===== src/rtl/ram_pkg.sv =====
// Shared types and constants for the simple-dual-port RAM and its clear engine.
package ram_pkg;

    typedef enum logic {
        ST_CLEAR = 1'b0,
        ST_IDLE  = 1'b1
    } clr_state_e;

    localparam int RDW_READ_FIRST  = 0;
    localparam int RDW_WRITE_FIRST = 1;

    function automatic bit read_latency_legal(input int lat);
        return (lat == 1) || (lat == 2);
    endfunction

endpackage


===== src/rtl/ram_clear_ctrl.sv =====
// Clear engine: zero-fills every word once after reset and again on request,
// owning the array write port while busy.
module ram_clear_ctrl
    import ram_pkg::*;
#(
    parameter int ADDR_WIDTH = 4
) (
    input  logic                  clk,
    input  logic                  rst,
    input  logic                  clr_req,
    output logic                  busy,
    output logic                  clr_we,
    output logic [ADDR_WIDTH-1:0] clr_addr
);

    localparam logic [ADDR_WIDTH-1:0] LAST_ADDR = '1;

    clr_state_e            state_q, state_d;
    logic [ADDR_WIDTH-1:0] clr_cnt_q, clr_cnt_d;

    always_ff @(posedge clk or posedge rst) begin
        if (rst) begin
            state_q   <= ST_CLEAR;
            clr_cnt_q <= '0;
        end else begin
            state_q   <= state_d;
            clr_cnt_q <= clr_cnt_d;
        end
    end

    // The counter parks on the last address instead of wrapping.
    always_comb begin
        state_d   = state_q;
        clr_cnt_d = clr_cnt_q;
        case (state_q)
            ST_CLEAR: begin
                if (clr_cnt_q == LAST_ADDR) begin
                    state_d = ST_IDLE;
                end else begin
                    clr_cnt_d = clr_cnt_q + 1'b1;
                end
            end
            ST_IDLE: begin
                if (clr_req) begin
                    state_d   = ST_CLEAR;
                    clr_cnt_d = '0;
                end
            end
        endcase
    end

    always_comb begin
        busy     = (state_q == ST_CLEAR);
        clr_we   = busy;
        clr_addr = clr_cnt_q;
    end

endmodule


===== src/rtl/sync_dp_ram.sv =====
// Simple-dual-port synchronous RAM with byte enables, selectable read latency,
// selectable same-address read/write policy and a built-in zero-fill engine.
module sync_dp_ram
    import ram_pkg::*;
#(
    parameter int DATA_WIDTH   = 8,
    parameter int ADDR_WIDTH   = 4,
    parameter int READ_LATENCY = 1,
    parameter int RDW_MODE     = 0
) (
    input  logic                    clk,
    input  logic                    rst,
    input  logic                    clr_req,
    output logic                    busy,
    input  logic                    we,
    input  logic [DATA_WIDTH/8-1:0] wbe,
    input  logic [ADDR_WIDTH-1:0]   waddr,
    input  logic [DATA_WIDTH-1:0]   din,
    input  logic                    re,
    input  logic [ADDR_WIDTH-1:0]   raddr,
    output logic [DATA_WIDTH-1:0]   dout,
    output logic                    dout_valid
);

    localparam int NB    = DATA_WIDTH / 8;
    localparam int DEPTH = 2 ** ADDR_WIDTH;

    if (!read_latency_legal(READ_LATENCY) || (DATA_WIDTH % 8) != 0) begin : g_param_check
        $error("sync_dp_ram: READ_LATENCY must be 1 or 2 and DATA_WIDTH a multiple of 8");
    end

    logic [DATA_WIDTH-1:0] mem_q [DEPTH];

    logic                  clr_we;
    logic [ADDR_WIDTH-1:0] clr_addr;
    logic                  user_wr, user_rd;
    logic [DATA_WIDTH-1:0] wr_merged, rd_word;
    logic [DATA_WIDTH-1:0] rd_data_q;
    logic                  rd_valid_q;

    ram_clear_ctrl #(
        .ADDR_WIDTH(ADDR_WIDTH)
    ) u_clear_ctrl (
        .clk      (clk),
        .rst      (rst),
        .clr_req  (clr_req),
        .busy     (busy),
        .clr_we   (clr_we),
        .clr_addr (clr_addr)
    );

    assign user_wr = we & ~busy;
    assign user_rd = re & ~busy;

    // Word the array will hold after this cycle's write; feeds the write-first bypass.
    always_comb begin
        wr_merged = mem_q[waddr];
        for (int b = 0; b < NB; b++) begin
            if (wbe[b]) wr_merged[b*8 +: 8] = din[b*8 +: 8];
        end
    end

    always_comb begin
        rd_word = mem_q[raddr];
        if (RDW_MODE == RDW_WRITE_FIRST && user_wr && waddr == raddr) begin
            rd_word = wr_merged;
        end
    end

    always_ff @(posedge clk) begin
        if (clr_we) begin
            mem_q[clr_addr] <= '0;
        end else if (user_wr) begin
            for (int b = 0; b < NB; b++) begin
                if (wbe[b]) mem_q[waddr][b*8 +: 8] <= din[b*8 +: 8];
            end
        end
    end

    always_ff @(posedge clk or posedge rst) begin
        if (rst) begin
            rd_data_q  <= '0;
            rd_valid_q <= 1'b0;
        end else begin
            rd_valid_q <= user_rd;
            if (user_rd) rd_data_q <= rd_word;
        end
    end

    if (READ_LATENCY == 2) begin : g_lat2
        logic [DATA_WIDTH-1:0] out_data_q;
        logic                  out_valid_q;

        always_ff @(posedge clk or posedge rst) begin
            if (rst) begin
                out_data_q  <= '0;
                out_valid_q <= 1'b0;
            end else begin
                out_valid_q <= rd_valid_q;
                if (rd_valid_q) out_data_q <= rd_data_q;
            end
        end

        assign dout       = out_data_q;
        assign dout_valid = out_valid_q;
    end else begin : g_lat1
        assign dout       = rd_data_q;
        assign dout_valid = rd_valid_q;
    end

endmodule


===== config.mk =====
export PLATFORM = sky130hd
export DESIGN_NAME = sync_dp_ram
export DESIGN_NICKNAME = d
export VERILOG_FILES = /design/src/rtl/ram_pkg.sv /design/src/rtl/ram_clear_ctrl.sv /design/src/rtl/sync_dp_ram.sv
export SDC_FILE = /design/constraint.sdc
export NUM_CORES = 1
export LEC_CHECK = 0
export CORE_MARGIN = 2
export CORE_UTILIZATION = 60
export DETAILED_ROUTE_END_ITERATION = 16
export GPL_TIMING_DRIVEN = 0
export PLACE_DENSITY = 0.8
export SYNTH_ARGS = -nofsm -noshare
export SYNTH_HDL_FRONTEND = slang
export SYNTH_SLANG_ARGS = --single-unit

===== constraint.sdc =====
create_clock -name clk -period 5.1 [get_ports clk]
set_input_delay 1.02 -clock clk [delete_from_list [all_inputs] [get_ports clk]]
set_output_delay 1.02 -clock clk [all_outputs]
set_load 0.01 [all_outputs]

Word-level counts from Yosys, hierarchy flattened
Memory sizes are Yosys's and may differ from the RTL's. A register that Yosys moved wholly into a read port is not among the register bits.
Cells that the tools add are included.

cells by class
  divide/modulo/power cells = 0
  bitwise gates (word level) = 3
  multiply operators = 0
  multiplexer cells = 14
  shift operators = 0
  equality and inequality tests = 3
  magnitude comparators = 0
  reduce and logical (&&, ||, !) cells = 2
  add/sub/neg operators = 1

operators with widths
  cell                 count
  $mux 4               3
  $mux 1               8
  $mux 8               1
  $pmux 4 s2           1
  $reduce_or 8->1      1
  $add 4x1->4 const B  1
  $eq 4x4->1 const B   1
  $ne 2x2->1 const B   2
  $and 1x1->1          2
  $pmux 1 s2           1
  $reduce_and 2->1     1
  $not 1->1            1

storage, ports and cells
  memory bits (writable) = 128
  bits in registers = 6
  memories = 1
  bits in read-only memories = 0
  bits of input ports = 22
  latch bits = 0
  output and inout port bits = 10
  word-level logic and storage cells = 27

memory list
  name   words  bits a word  read ports  clocked after Yosys merged registers in  wr ports  line               RTL
  mem_q  16     8            1           1                                        1         sync_dp_ram.sv:32  logic [DATA_WIDTH-1:0] mem_q [DEPTH];

Longest topological paths before layout
  word-level depth = 6
  depth in mapped cells = 6
  mapped depth without buffers = 5

Hierarchy
Synthesis repeated with hierarchy kept, for this count alone.

second synthesis, totals
  cells, all modules = 376
  area total of the unflattened synthesis = 5851.9 sq um

modules (own cells, without submodules)
  module          cells each  sequential area each (sq um)  area an instance (sq um)  times used
  sync_dp_ram     352         4068.9                        5586.6                    1
  ram_clear_ctrl  24          125.1                         265.3                     1

Worst setup path after synthesis
No wires, ideal clock.

  kind = input to register
  from = in wbe
  to = mem mem_q[2][0] (enable)
  data arrival time = 1992 ps
  stages = 5
  library setup time = 370 ps
  setup slack = 2738 ps
  path through = and3_1 > buf_2 > nor3b_1 > a31oi_1 > nor2_1

on the way
  word-level cells in the longest chain between the ends = 6

RTL lines
  what                                               line               RTL
  start: declaration                                 sync_dp_ram.sv:16  input logic [DATA_WIDTH/8-1:0] wbe,
  $mux 1 (*)                                         sync_dp_ram.sv:75  if (wbe[b]) mem_q[waddr][b*8 +: 8] <= din[b*8 +: 8];
  $mux 1 (*)                                         sync_dp_ram.sv:73  end else if (user_wr) begin
  $mux 1 (*)                                         sync_dp_ram.sv:71  if (clr_we) begin
  $mux 1 (not written as such) (*)                   sync_dp_ram.sv:75
  $reduce_or 8->1 (no source line)                   -
  $mux 4 (no source line) or $mux 1 (tied branches)  -
  end: declaration                                   sync_dp_ram.sv:32

Every way passes the cells marked *; elsewhere a longest branch is shown, timed or not.

Worst setup path after layout
  from = reg u_clear_ctrl.state_q
  to = out busy

on the way
  word-level cells in the longest chain between the ends = 1

RTL lines
  what                      line                  RTL
  start: declaration        ram_clear_ctrl.sv:18  clr_state_e state_q, state_d;
  start signal: assignment  ram_clear_ctrl.sv:26  state_q <= state_d;
  $not 1->1                 ram_clear_ctrl.sv:53  busy = (state_q == ST_CLEAR);
  end: declaration          sync_dp_ram.sv:14     output logic busy,

Every way passes these cells.

==> results.tsv <==
stage	metric	value	unit
floorplanning	Die Height	102	µm
run	maxcap violations	0	
floorplanning	Cell Rows	35	
synth	Syn Inst Count	374	
worst_setup_path	worst reg-to-reg setup slack	2.96	ns
synth	Post-synth EDFFs	128	
power_and_ir_drop	proportion of power drawn by the clock network	33.7	%
power_and_ir_drop	proportion of power drawn by combinational gates	18.4	%
clocking	hold buffers post-CTS	0	
run_status	status	completed	
global_routing	wire length of the first global-routing pass	19000	µm
sta	worst-case setup margin in the final layout	2.34	ns
clocking	TritonCTS buffer count	17	
global_routing	final global-route overflow total	0	
routing	routed wirelength normalized by instance count	21.7	µm
power_and_ir_drop	switching power	0.927	mW
synth	Mean Syn Cell Area	15.5	µm²
synth	Post-Synthesis Cell Area	0.00578	mm²
worst_setup_path	launch instance of the worst register-to-register path	u_clear_ctrl.state_q$_DFF_PP0_	
finish	area taken by flip-flops and latches	0.00419	mm²
worst_setup_path	number of cells on the critical path	3	
worst_setup_path	worst path arrival time	1.74	ns
sta	count of final setup violators	0	
routing	count of routing violations after the opening detailed-route iteration	408	
worst_setup_path	critical path cell sequence	buf_4, inv_2, clkdlybuf4s50_1	
synth	Most used DFF post-synth	sky130_fd_sc_hd__edfxtp_1	
sta	fin crit share	54.1	%
finish	area added between synthesis and finish	17.4	%
synth	ranking of synthesized cells by instance count	sky130_fd_sc_hd__edfxtp_1, sky130_fd_sc_hd__mux2i_1, sky130_fd_sc_hd__nand2_1	
synth	sequential share of the synthesized area	72.5	%
global_routing	number of antenna violations at the first check in global routing	0	
global_routing	pin count of the biggest net entering global routing	17	
synth	syn nets	397	
sta	worst-case hold slack	0.480	ns
clocking	number of buffers added for setup after CTS	0	
worst_setup_path	top fanout value on the critical path	10	
finish	final-layout fill cell count	582	
power_and_ir_drop	leakage power	2.60	nW
clocking	number of buffers on the longest clock path	2	
synth	Synthesis Warnings	0	
finish	total area of multi-input combinational cells	0.00142	mm²
routing	routed wire length	12200	µm
power_and_ir_drop	sequential cell fraction of total power	47.8	%
finish	Nets	446	
power_and_ir_drop	Power Internal	2.40	mW
worst_setup_path	Data required, critical path	4.08	ns
clocking	clock tree from TritonCTS	built	
worst_setup_path	number of cells on the worst reg-to-reg path	5	
global_routing	vias in the first global route	3363	
clocking	cell chosen for the clock root	sky130_fd_sc_hd__clkbuf_8	
placement	pre-CTS setup slack	1.88	ns
power_and_ir_drop	worst supply voltage drop on vdd	0.313	mV
floorplanning	I/O pin count	32	
worst_setup_path	endpoint of the most critical setup path	busy	
routing	drt via density	6.02	
sta	minimum clock period	2.76	ns
routing	DRC	0	
worst_setup_path	worst setup path category	register to primary output	
floorplanning	Total Die Area	0.0104	mm²
sta	hold violation total from the final report	0	
placement	placed cells	533	
sta	Max Clock Freq	362	MHz
routing	total vias in the final route	3403	
synth	most common cell in the netlist	sky130_fd_sc_hd__edfxtp_1	
synth	post-synthesis cell type count	32	
sta	Worst Tran Pin Value	0.893	ns
floorplanning	chip width	102	µm
finish	share of final-layout standard cells stronger than drive strength 1	11.2	%
clocking	sinks on the clock net	142	
synth	dominant cell type by area after synthesis	sky130_fd_sc_hd__edfxtp_1	
finish	total non-filler cell area in the finished layout	0.00679	mm²
placement	input/output buffers	30	
global_routing	total track usage	26.0	%
routing	antenna violation net count after detailed routing	0	
clocking	Resize count post-CTS	0	
sta	post-route clock skew	0.0125	ns
worst_setup_path	kind of cell adding the most delay to the critical path	buffers and inverters	
placement	HPWL after DPL	7730	µm
hold_path	worst min-delay path class	register to register	
synth	fraction of synthesized cell area taken by the top area cell type	66.5	%
synth	post-synthesis async set-or-reset flop share	9.86	%
synth	number of flip-flops and latches in the synthesized netlist	142	
sta	worst max-slew margin expressed relative to the limit	40.2	%
clocking	number of H-tree levels	4	
worst_setup_path	worst reg2reg endpoint	mem_q[1][2]$_DFFE_PP_	
routing	length of the first detailed-routing pass in iterations	6	
clocking	clock latency at the later pin of the worst-skew pair	0.52	ns
floorplanning	Starting Density	62.3	%
worst_setup_path	Worst Setup SP	u_clear_ctrl.state_q$_DFF_PP0_	
sta	final sum of negative setup slack	0	ns
power_and_ir_drop	power per cell area	490	mW/mm²
worst_setup_path	largest stage delay on the critical path	0.54	ns
worst_setup_path	slowest cell on the critical path	sky130_fd_sc_hd__clkdlybuf4s50_1	
worst_setup_path	count of buffer and inverter cells on the critical path	3	
finish	number of standard cells in the layout, taps in and fillers out	565	
worst_setup_path	nature of the critical path endpoint	primary output	
placement	Post-Place Cell Area	0.00625	mm²
sta	number of max-slew violations in the final report	0	
power_and_ir_drop	switching share of power	27.9	%
worst_setup_path	kind of launch point of the worst setup path	register	
floorplanning	core area	0.00928	mm²
sta	setup repair after global routing missed its margin	false	
synth	top cells by area in the synthesized netlist	sky130_fd_sc_hd__edfxtp_1, sky130_fd_sc_hd__mux2i_1, sky130_fd_sc_hd__dfrtp_1	
clocking	Clock transition at path regs	0.06	ns
placement	final weighted congestion of routability-driven global placement	0.861	
finish	Antenna Diode Count	0	
[worst min-delay path: stages, from the launching register on]
cell                      delay, ns
sky130_fd_sc_hd__dfrtp_1       0.34
sky130_fd_sc_hd__nand2_1       0.05
sky130_fd_sc_hd__nand3_1       0.06
[worst min-delay path by stage]
stage	from	to	slack, ns	depth (start not counted)
after floorplan	dout[0]$_DFFE_PP0P_	dout[0]$_DFFE_PP0P_	0.52	2
after global routing	dout[4]$_DFFE_PP0P_	dout[4]$_DFFE_PP0P_	0.51	2
after CTS	dout[2]$_DFFE_PP0P_	dout[2]$_DFFE_PP0P_	0.49	2
final	dout[2]$_DFFE_PP0P_	dout[2]$_DFFE_PP0P_	0.48	2
after global placement	dout[4]$_DFFE_PP0P_	dout[4]$_DFFE_PP0P_	0.46	2
after detailed placement	dout[2]$_DFFE_PP0P_	dout[2]$_DFFE_PP0P_	0.48	2
[through the flow]
| step | power, mW | util (%) |
|---|---|---|
| finish | 3.33 | 73.1 |
| global route | 3.45 | 73.1 |
| CTS | 3.32 | 73.1 |
| detailed placement | 2.21 | 67.3 |
| global placement | 2.16 | 67.3 |
| floorplan | 1.96 | - |
[registers in the layout, summed over array words and instances, names as in the netlist]
signal,flops
dout,8
dout_valid,1
mem_q,128
u_clear_ctrl.clr_addr,4
u_clear_ctrl.state_q,1
[metal layers]
layer	global-route usage [%]	share of wire [%]	wire [µm]
met5	0	0	0
met4	8.72	1.8	219
met3	7.11	8.1	988
met2	41.7	50	6120
met1	35.0	40	4920
[layout make-up]
type | instances | share of cell area, %
Sequential cell | 142 | 61.8
Multi-Input combinational cell | 207 | 20.9
Clock buffer | 22 | 6.67
Timing Repair Buffer | 30 | 4.42
Tap cell | 129 | 2.38
Buffer | 18 | 2.17
Clock inverter | 10 | 1.35
Inverter | 7 | 0.387
[placed cells by master, fill, tap and decap left out, drive strengths merged, types with 4 or more instances in the layout]
| cell | count |
|---|---|
| edfxtp | 128 |
| mux2i | 66 |
| nand2 | 32 |
| clkdlybuf4s50 | 30 |
| clkbuf | 24 |
| nand3 | 22 |
| nor2 | 21 |
| a22oi | 18 |
| buf | 16 |
| dfrtp | 14 |
| and2 | 9 |
| a21oi | 9 |
| inv | 7 |
| nand4 | 6 |
| a31oi | 5 |
| clkinvlp | 5 |
| clkinv | 4 |
[power by group through the flow]
stage,Sequential [mW],Combinational (mW),Clock [mW]
final,1.59,0.614,1.12
after global routing,1.60,0.672,1.17
after CTS,1.59,0.609,1.12
after detailed placement,1.61,0.597,0
after global placement,1.60,0.569,0
after floorplan,1.60,0.366,0
[cell families after synthesis]
logic type,after synthesis,share of synthesized area (%)
XOR/XNOR,1,0.151
adder cells (fa/ha/maj),1,0.216
multiplexers,66,11.4
buffers and inverters,25,3.01
AND/OR/NAND/NOR,100,8.15
flip-flops,142,72.5
AO/OA/AOI/OAI,39,4.54
No activity file was read; power rests on OpenSTA's default activity.
